--- src/rtl/uart_tx_arbiter_pkg.sv ---
// Shared definitions for the UART transmit arbiter: byte width, FSM encoding,
// default watchdog limit and an index-width helper.
// Latency: n/a (package). Backpressure: n/a (package).
package uart_tx_arbiter_pkg;

  localparam int BYTE_W          = 8;
  localparam int DEFAULT_MAX_GAP = 4800;

  typedef enum logic {
    ST_IDLE = 1'b0,
    ST_OWN  = 1'b1
  } arb_state_e;

  // Width of a requester index; a single requester still needs one bit.
  function automatic int idx_width(input int n);
    return (n > 1) ? $clog2(n) : 1;
  endfunction

endpackage

--- src/rtl/uart_tx_arbiter_rr_pick.sv ---
// Round-robin picker: first asserted request at or after ptr_i, wrapping N-1 -> 0.
// Latency: combinational. Backpressure: none, pure function of its inputs.
// Ports: req_i (request vector), ptr_i (search start), pick_oh_o / pick_idx_o
//        (winner as one-hot and index), found_o (any request present).
module uart_tx_arbiter_rr_pick
  import uart_tx_arbiter_pkg::*;
#(
  parameter int N     = 3,
  parameter int IDX_W = idx_width(N)
) (
  input  logic [N-1:0]     req_i,
  input  logic [IDX_W-1:0] ptr_i,
  output logic [N-1:0]     pick_oh_o,
  output logic [IDX_W-1:0] pick_idx_o,
  output logic             found_o
);

  int               idx;
  logic [IDX_W-1:0] sel;

  always_comb begin
    pick_oh_o  = '0;
    pick_idx_o = '0;
    found_o    = 1'b0;
    idx        = 0;
    sel        = '0;
    for (int k = 0; k < N; k++) begin
      idx = (int'(ptr_i) + k) % N;
      sel = IDX_W'(idx);
      if (!found_o && req_i[sel]) begin
        found_o        = 1'b1;
        pick_oh_o[sel] = 1'b1;
        pick_idx_o     = sel;
      end
    end
  end

endmodule

--- src/rtl/uart_tx_arbiter.sv ---
// Shares one rs232out transmitter between N byte-stream requesters with
// round-robin, message-atomic grants and a stall watchdog on the owner.
// Latency: 1 cycle arbitration per message, 1 cycle byte accept -> tx_valid_o;
// backpressure: owner req_ready_o follows the single-entry holding register
// (free when empty or draining), so back-to-back bytes flow without bubbles.
// Ports: clk48_i/rst_i (sync active-high), req_valid_i/req_data_i/req_last_i/
//        req_ready_o per requester, tx_valid_o/tx_data_o/tx_ready_i to rs232out,
//        grant_o (one-hot owner), busy_o (owner present or byte pending).
module uart_tx_arbiter
  import uart_tx_arbiter_pkg::*;
#(
  parameter int N       = 3,
  parameter int MAX_GAP = DEFAULT_MAX_GAP
) (
  input  logic                clk48_i,
  input  logic                rst_i,
  input  logic [N-1:0]        req_valid_i,
  input  logic [BYTE_W*N-1:0] req_data_i,
  input  logic [N-1:0]        req_last_i,
  output logic [N-1:0]        req_ready_o,
  output logic                tx_valid_o,
  output logic [BYTE_W-1:0]   tx_data_o,
  input  logic                tx_ready_i,
  output logic [N-1:0]        grant_o,
  output logic                busy_o
);

  localparam int IDX_W = idx_width(N);
  localparam int GAP_W = (MAX_GAP > 0) ? $clog2(MAX_GAP + 1) : 1;
  localparam logic [GAP_W-1:0] GAP_LIMIT = (MAX_GAP > 0) ? GAP_W'(MAX_GAP - 1) : '0;
  localparam logic [IDX_W-1:0] LAST_IDX  = IDX_W'(N - 1);

  arb_state_e        state_q, state_d;
  logic [N-1:0]      grant_q, grant_d;
  logic [IDX_W-1:0]  owner_idx_q, owner_idx_d;
  logic [IDX_W-1:0]  rr_ptr_q, rr_ptr_d;
  logic [GAP_W-1:0]  gap_q, gap_d;
  logic              tx_valid_q, tx_valid_d;
  logic [BYTE_W-1:0] tx_data_q, tx_data_d;

  logic [N-1:0]      pick_oh;
  logic [IDX_W-1:0]  pick_idx;
  logic              pick_found;

  logic              slot_free;
  logic              owner_vld;
  logic              owner_last;
  logic              accept;
  logic              wd_revoke;
  logic              release_owner;
  logic [BYTE_W-1:0] owner_data;

  uart_tx_arbiter_rr_pick #(
    .N     (N),
    .IDX_W (IDX_W)
  ) u_rr_pick (
    .req_i      (req_valid_i),
    .ptr_i      (rr_ptr_q),
    .pick_oh_o  (pick_oh),
    .pick_idx_o (pick_idx),
    .found_o    (pick_found)
  );

  // Holding register can take a byte if empty or if rs232out drains it this cycle.
  assign slot_free  = !tx_valid_q || tx_ready_i;
  assign owner_vld  = |(req_valid_i & grant_q);
  assign owner_last = |(req_last_i & grant_q);
  assign accept     = |(req_valid_i & req_ready_o);

  // Only a silent owner counts towards the watchdog; owner valid held against
  // a busy UART clears the counter instead.
  assign wd_revoke     = (MAX_GAP != 0) && (state_q == ST_OWN) && !owner_vld &&
                         (gap_q == GAP_LIMIT);
  assign release_owner = (accept && owner_last) || wd_revoke;

  always_comb begin
    owner_data = '0;
    for (int i = 0; i < N; i++) begin
      if (grant_q[i]) owner_data = req_data_i[BYTE_W*i +: BYTE_W];
    end
  end

  // FSM: state register
  always_ff @(posedge clk48_i) begin
    if (rst_i) state_q <= ST_IDLE;
    else       state_q <= state_d;
  end

  // FSM: next state
  always_comb begin
    state_d = state_q;
    case (state_q)
      ST_IDLE: if (pick_found)    state_d = ST_OWN;
      ST_OWN:  if (release_owner) state_d = ST_IDLE;
      default:                    state_d = ST_IDLE;
    endcase
  end

  // FSM: outputs. Ready only ever goes to the registered owner.
  always_comb begin
    req_ready_o = '0;
    if (state_q == ST_OWN) req_ready_o = grant_q & {N{slot_free}};
  end

  // Grant, round-robin pointer, watchdog and holding register next state.
  always_comb begin
    grant_d     = grant_q;
    owner_idx_d = owner_idx_q;
    rr_ptr_d    = rr_ptr_q;
    gap_d       = gap_q;
    tx_valid_d  = tx_valid_q;
    tx_data_d   = tx_data_q;

    // Reload wins over drain when both happen in one cycle.
    if (accept) begin
      tx_valid_d = 1'b1;
      tx_data_d  = owner_data;
    end else if (tx_ready_i) begin
      tx_valid_d = 1'b0;
    end

    case (state_q)
      ST_IDLE: begin
        if (pick_found) begin
          grant_d     = pick_oh;
          owner_idx_d = pick_idx;
          gap_d       = '0;
        end
      end
      ST_OWN: begin
        if (release_owner) begin
          grant_d  = '0;
          gap_d    = '0;
          rr_ptr_d = (owner_idx_q == LAST_IDX) ? '0 : owner_idx_q + 1'b1;
        end else if (owner_vld) begin
          gap_d = '0;
        end else if (gap_q != '1) begin
          gap_d = gap_q + 1'b1;
        end
      end
      default: ;
    endcase
  end

  always_ff @(posedge clk48_i) begin
    if (rst_i) begin
      grant_q     <= '0;
      owner_idx_q <= '0;
      rr_ptr_q    <= '0;
      gap_q       <= '0;
      tx_valid_q  <= 1'b0;
      tx_data_q   <= '0;
    end else begin
      grant_q     <= grant_d;
      owner_idx_q <= owner_idx_d;
      rr_ptr_q    <= rr_ptr_d;
      gap_q       <= gap_d;
      tx_valid_q  <= tx_valid_d;
      tx_data_q   <= tx_data_d;
    end
  end

  assign tx_valid_o = tx_valid_q;
  assign tx_data_o  = tx_data_q;
  assign grant_o    = grant_q;
  assign busy_o     = (|grant_q) || tx_valid_q;

endmodule

--- config.mk ---
export PLATFORM = sky130hd
export DESIGN_NAME = uart_tx_arbiter
export DESIGN_NICKNAME = d
export VERILOG_FILES = /design/src/rtl/uart_tx_arbiter_pkg.sv /design/src/rtl/uart_tx_arbiter_rr_pick.sv /design/src/rtl/uart_tx_arbiter.sv
export SDC_FILE = /design/constraint.sdc
export NUM_CORES = 1
export LEC_CHECK = 0
export CAP_MARGIN = 10
export CORE_MARGIN = 2
export CORE_UTILIZATION = 65
export DETAILED_ROUTE_END_ITERATION = 6
export DONT_BUFFER_PORTS = 1
export PLACE_DENSITY = 0.92
export SLEW_MARGIN = 15
export SYNTH_ARGS = -nofsm -noshare
export SYNTH_HDL_FRONTEND = slang
export SYNTH_SLANG_ARGS = --single-unit
--- constraint.sdc ---
create_clock -name clk48_i -period 4.74 [get_ports clk48_i]
set_clock_uncertainty 0.1 [all_clocks]
set_input_delay 0.711 -clock clk48_i [delete_from_list [all_inputs] [get_ports clk48_i]]
set_output_delay 0.711 -clock clk48_i [all_outputs]
set_load 0.01 [all_outputs]
Yosys cells after proc, flatten, opt, wreduce, memory -nomap -nowiden:

Index checks and enable logic that the tools add are counted.

* logic and storage cells: 96
* output and inout port bits: 16
* register bits: 30
* input port bits: 33

* divide/modulo/power cells: 3
* bitwise logic cells: 7
* eq/ne operators: 6
* $add $sub $neg: 4
* muxes and demuxes: 39
* reductions and logical operators: 24
* magnitude comparators: 6

Operators with widths (number)
* remainder unit 32 x 3 -> 32 bit, second input constant: 2
* two-way mux 13 bit: 4
* remainder unit 3 x 3 -> 32 bit, second input constant: 1
* one-hot mux 13 bit (2 select lines): 1
* two-way mux 8 bit: 3
* two-way mux 3 bit: 6
* adder 13 x 1 -> 13 bit, second input constant: 1
* == test 13 bit, second input constant: 1
* two-way mux 1 bit: 13
* != test 13 bit, second input constant: 1
* bitwise AND 3 bit: 4
* OR reduction 3 bit: 4
* less-than comparator 2 x 3 -> 1 bit, second input constant: 3
* logical AND 1 bit: 8
* two-way mux 2 bit: 4
* AND reduction 2 bit: 4
* binary-select mux 1 bit (select 2 bit): 3
* demux 1 bit (select 2 bit): 3
* >= comparator 2 x 1 -> 1 bit, second input constant: 3
* OR 3 bit: 2
* one-hot mux 3 bit (2 select lines): 1
* logical NOT 1 bit: 4
* != test 4 x 1 -> 1 bit, second input constant: 1
* adder 2 x 1 -> 3 bit, second input constant: 1
* other kinds (9): 11

Depth between registers and ports, before layout:

* depth after elaboration: 12
* mapped depth: 8

By module:

From an unflattened synthesis, not the netlist that was laid out.

* cells, all modules: 251
* area total of the unflattened synthesis: 1916.8 µm²

By module, submodules not included
* uart_tx_arbiter: area each 1569.0 µm², cells an instance 198, instances 1
* uart_tx_arbiter_rr_pick: area each 347.8 µm², cells an instance 53, instances 1

Worst setup path before layout:

Ideal clock, no wire load.

* path type: input port to flip-flop
* from: in req_valid_i[1]
* to: reg gap_q[6]
* data arrival time: 2123 ps
* library setup time: 74 ps
* setup slack: 2443 ps
* stages on the path: 7
* path through: buf_6 -> a222oi_1 -> nand2_1 -> nor3_2 -> buf_6 -> o21ai_0 -> a31oi_1

* word-level cells in the longest chain between the ends: 11

Ends and longest elaborated chain
* start: declaration: RTL line uart_tx_arbiter.sv:17 `input logic [N-1:0] req_valid_i,`
* binary-select mux 1 bit (select 2 bit): RTL line uart_tx_arbiter_rr_pick.sv:30 `if (!found_o && req_i[sel]) begin`
* two-way mux 1 bit (not written as such): RTL line uart_tx_arbiter_rr_pick.sv:30
* two-way mux 1 bit: RTL line uart_tx_arbiter_rr_pick.sv:30
* logical NOT 1 bit: RTL line uart_tx_arbiter_rr_pick.sv:30
* logical AND 1 bit: RTL line uart_tx_arbiter_rr_pick.sv:30
* two-way mux 1 bit: RTL line uart_tx_arbiter_rr_pick.sv:30
* logical NOT 1 bit: RTL line uart_tx_arbiter_rr_pick.sv:30
* logical AND 1 bit: RTL line uart_tx_arbiter_rr_pick.sv:30
* two-way mux 1 bit: RTL line uart_tx_arbiter_rr_pick.sv:30
* != test 2 bit (no line)
* AND reduction 2 bit (no line)
* end signal: assignment: RTL line uart_tx_arbiter.sv:157 `gap_q <= gap_d;`
* end: declaration: RTL line uart_tx_arbiter.sv:37 `logic [GAP_W-1:0] gap_q, gap_d;`

Several ways; a longest one is shown, not always the timed one. The select of a mux whose other input is x is not followed.
A chain may end at the register's enable or synchronous reset.

Final worst setup path:

* from: reg grant_q[1], in the netlist grant_o[1]
* to: reg gap_q[6]

* word-level cells in the longest chain between the ends: 8

Ends and longest elaborated chain
* start: declaration: RTL line uart_tx_arbiter.sv:34 `logic [N-1:0] grant_q, grant_d;`
* start signal: assignment: RTL line uart_tx_arbiter.sv:154 `grant_q <= grant_d;`
* bitwise AND 3 bit, on equally long branches: RTL line uart_tx_arbiter.sv:102, uart_tx_arbiter.sv:66
* two-way mux 3 bit / OR reduction 3 bit (equally long branches): RTL line uart_tx_arbiter.sv:102, uart_tx_arbiter.sv:66
* bitwise AND 3 bit / logical NOT 1 bit (equally long branches): RTL line uart_tx_arbiter.sv:68, uart_tx_arbiter.sv:72
* OR reduction 3 bit / logical AND 1 bit (equally long branches): RTL line uart_tx_arbiter.sv:68, uart_tx_arbiter.sv:72
* logical AND 1 bit, on equally long branches: RTL line uart_tx_arbiter.sv:74, uart_tx_arbiter.sv:72
* logical OR 1 bit: RTL line uart_tx_arbiter.sv:74 `assign release_owner = (accept && owner_last) || wd_revoke;`
* != test 4 x 1 -> 1 bit (no line) / two-way mux 13 bit (equally long branches)
* AND reduction 2 bit (no line) / one-hot mux 13 bit (2 select lines) (equally long branches)

Several ways; a longest one is shown, not always the timed one.

==> results.py <==
metrics = {
    "critical_path": {
        "critPathMaxFanout": 17,
        "r2r_start": "grant_o[1]$_SDFFE_PP0P_",
        "critical_path.startpoint_type": "flop",
        "r2r_slack_ns": 2.09,
        "critical_path_required_ns": 4.89,
        "end_kind": "flop",
        "worstSetupPathType": "reg2reg",
        "max_stage_delay_ns": 0.71,
        "path_cells": "a222oi_1 -> nand2_1 -> nor3_2 -> o21ai_0 -> a31oi_1",
        "ff2ff_path_depth": 5,
        "crit_arrival_ns": 2.81,
        "cp_slowest_cell": "a222oi_1",
        "rr_endpoint": "gap_q[6]$_SDFFE_PP0P_",
    },
    "pwr": {
        "switching_share_pct": 27.19,
        "powerDensity_nw_per_um2": 256.3,
        "clockPowerShare_pct": 31.5,
        "intPower_mw": 0.3588,
        "p_seq_share_pct": 54.9,
        "switching_power_mw": 0.1340,
        "power_frac_comb_pct": 13.6,
        "peakVddDrop_mv": 0.2505,
        "leakagePower_nw": 0.7283,
    },
    "sta": {
        "tightest_slew_ns": 0.8698,
        "fmax_mhz": 376.8,
        "rsz0062_at_grt": "false",
        "finalHoldViolations": 0,
        "finalCritPeriodShare_pct": 55.99,
        "maxSlewViolCount": 0,
        "max_slew_margin_pct": 41.70,
        "fin_crit_ns": 2.654,
        "fin_setup_tns_ns": 0,
        "finalSetupViolCount": 0,
    },
    "floorplan": {
        "dieWidth_um": 57.68,
        "die_area_um2": 3327,
        "dieHeight_um": 57.68,
        "rows": 19,
        "core-area_um2": 2758,
        "boundaryPins": 49,
        "start_util_pct": 67.92,
    },
    "clocking": {
        "clk_latency_ns": 0.32,
        "cts_buffer_depth": 2,
        "postCtsResizedCells": 0,
        "cts_tree": "built",
        "h-tree-depth": 2,
        "cts.clk_slew.worst_paths_ns": 0.09,
        "cts_buffers": 5,
        "cts-hold-fix-buffers": 0,
        "post_cts_buffers": 0,
        "cts_sinks": 30,
        "clockRootBuffer": "clkbuf_4",
    },
    "drt": {
        "vias_per_cell": 6.700,
        "dr.pass1.iters": 4,
        "drc": 0,
        "wirelength_um": 3987,
        "vias": 1655,
        "ant_nets": 0,
        "wire_per_inst_um": 16.14,
        "drt_iter0_markers": 72,
    },
    "worst_hold_path": {
        "min_path_type": "in2reg",
        "min-delay-start": "rst_i",
        "min_to": "owner_idx_q[1]$_SDFFE_PP0P_",
        "hold_path_depth": 1,
    },
    "yosys": {
        "ys_async_sr_fraction_pct": 0,
        "syn-instance-count": 218,
        "yosys_warnings": 0,
        "synth-seq-area-share_pct": 32.06,
        "synth_fp_nets": 256,
        "synthTopCellsByArea": "dfxtp_1 32%, mux2i_1 6.4%, o21ai_0 4.0%, and3_1 3.7%, nand2_1 3.6%",
        "synth_edf_count": 0,
        "synth_cell_types": 52,
        "avgSynthCellArea_um2": 8.592,
        "yosys.area.top_type": "dfxtp_1",
        "synth_area_um2": 1873,
        "yosys.area.top_type_share_pct": 32.06,
        "ys.flop_type": "dfxtp_1",
        "ys_ff_latch": 30,
    },
    "placement": {
        "io_buffers": 0,
        "dp_hpwl_um": 2960,
        "place_area_um2": 1863,
        "gp_congestion": 0.9450,
    },
    "run_status": {
        "status": "finished clean",
    },
    "global_route": {
        "grt.total_usage_pct": 24.91,
        "overflow": 0,
        "grt_max_degree": 24,
        "grt_pass1_wl_um": 6444,
        "grt_pass1_vias": 1506,
        "antenna_found_initial": 0,
    },
    "job": {
        "max_cap_violations": 0,
    },
    "cells_and_area": {
        "diodes": 0,
        "fin_nets": 253,
        "design_area_um2": 1923,
        "drive_above_1_share_pct": 7.870,
        "areaGrowthSynthToFinish_pct": 2.672,
    },
}
-- cells in the mapped netlist, types with 2 or more instances --
master     n
a21oi_1    9
a22oi_1    8
nor3b_1    2
nand3_1    7
o21ai_0   15
inv_1      7
and3_1    11
and4_1     2
a31oi_1    4
nand4b_1   2
a41oi_1    2
clkbuf_1   9
xnor2_1    4
dfxtp_1   30
buf_6      2
nand2b_1   3
a22o_1     7
nor2_1    15
a211oi_1   2
nand2_1   18
nor2b_1    6
nand3b_1   2
a222oi_1   2
ha_1       5
or2_2      2
mux2i_1   12
a221o_1    4
o21a_1     2
-- registers in the layout, summed over array words and instances, names as in the netlist --
register,count
gap_q,13
grant_o,3
owner_idx_q,2
rr_ptr_q,2
state_q,1
tx_data_o,8
tx_valid_o,1
-- power by group through the flow --
stage	clock network (mW)	logic [mW]	registers [mW]
CTS	0.158	0.0670	0.271
global route	0.171	0.0743	0.272
global placement	0	0.0647	0.276
floorplan	0	0.0616	0.273
finish	0.155	0.0670	0.271
detailed placement	0	0.0665	0.277
-- layout by cell type, fill, tap and decap left out, drive strengths merged, types with 3 or more instances in the layout --
cell / netlist / layout
nand2: 18 / 18
ha: 5 / 5
mux2i: 12 / 12
a221o: 4 / 4
o21ai: 15 / 15
nor2b: 6 / 6
a22o: 7 / 7
a22oi: 9 / 9
nand2b: 3 / 3
nor2: 15 / 15
a31oi: 4 / 4
dfxtp: 30 / 30
and3: 11 / 11
clkbuf: 9 / 7
inv: 7 / 7
xnor2: 4 / 4
a21oi: 9 / 9
nand3: 7 / 7
-- critical path, delay by kind of cell (launching register included) --
kind             cells  cell delay [ns]
AO/OA/AOI/OAI        3             1.09
AND/OR/NAND/NOR      2             0.87
flip-flops           1             0.50
-- worst max path at each step --
stage	from	end	slack, ns
2_1_floorplan	req_valid_i[1]	gap_q[6]$_SDFFE_PP0P_	2.44
5_1_grt	grant_o[1]$_SDFFE_PP0P_	gap_q[6]$_SDFFE_PP0P_	1.82
4_1_cts	grant_o[1]$_SDFFE_PP0P_	gap_q[6]$_SDFFE_PP0P_	2.12
3_5_place_dp	req_valid_i[0]	gap_q[6]$_SDFFE_PP0P_	1.98
6_report	grant_o[1]$_SDFFE_PP0P_	gap_q[6]$_SDFFE_PP0P_	2.09
3_3_place_gp	req_valid_i[0]	gap_q[6]$_SDFFE_PP0P_	2.03
-- cell type report --
class | instances | area (µm²)
Fill cell | 214 | 834.6
Timing Repair Buffer | 1 | 7.507
Multi-Input combinational cell | 170 | 1190
Clock buffer | 7 | 55.05
Sequential cell | 30 | 600.6
Tap cell | 31 | 38.79
Clock inverter | 1 | 5.005
Inverter | 7 | 26.28
-- through the flow --
step / cells / setup slack, ns / power, mW / util [%] / hold WS [ns]
after floorplan: 218 / 2.443 / 0.3344 / - / 0.3647
after global placement: 239 / 2.030 / 0.3411 / 67.56 / 0.3743
after detailed placement: 239 / 1.983 / 0.3433 / 67.56 / 0.3906
after CTS: 247 / 2.120 / 0.4955 / 69.74 / 0.3403
after global routing: 247 / 1.824 / 0.5172 / 69.74 / 0.3216
final: 247 / 2.086 / 0.4928 / 69.74 / 0.3503
-- layer usage --
layer,part of all wire [%],track usage (%)
met1,43,30.08
met2,50,42.53
met3,5.6,5.804
met4,1.8,10.30
met5,0,0
-- logic make-up (layout without fill, tap and decap cells) --
group	count (synthesis)	count (layout)	share of synthesized area (%)
and+or+nand+nor	84	84	26.52
AOI/OAI and AO/OA	64	64	24.92
DFF	30	30	32.06
buffers and inverters	18	16	4.409
muxes	12	12	6.413
adders and majority gates	5	5	3.340
xor gates and xnor gates	5	5	2.338
Power figures use the tool's default switching activity.
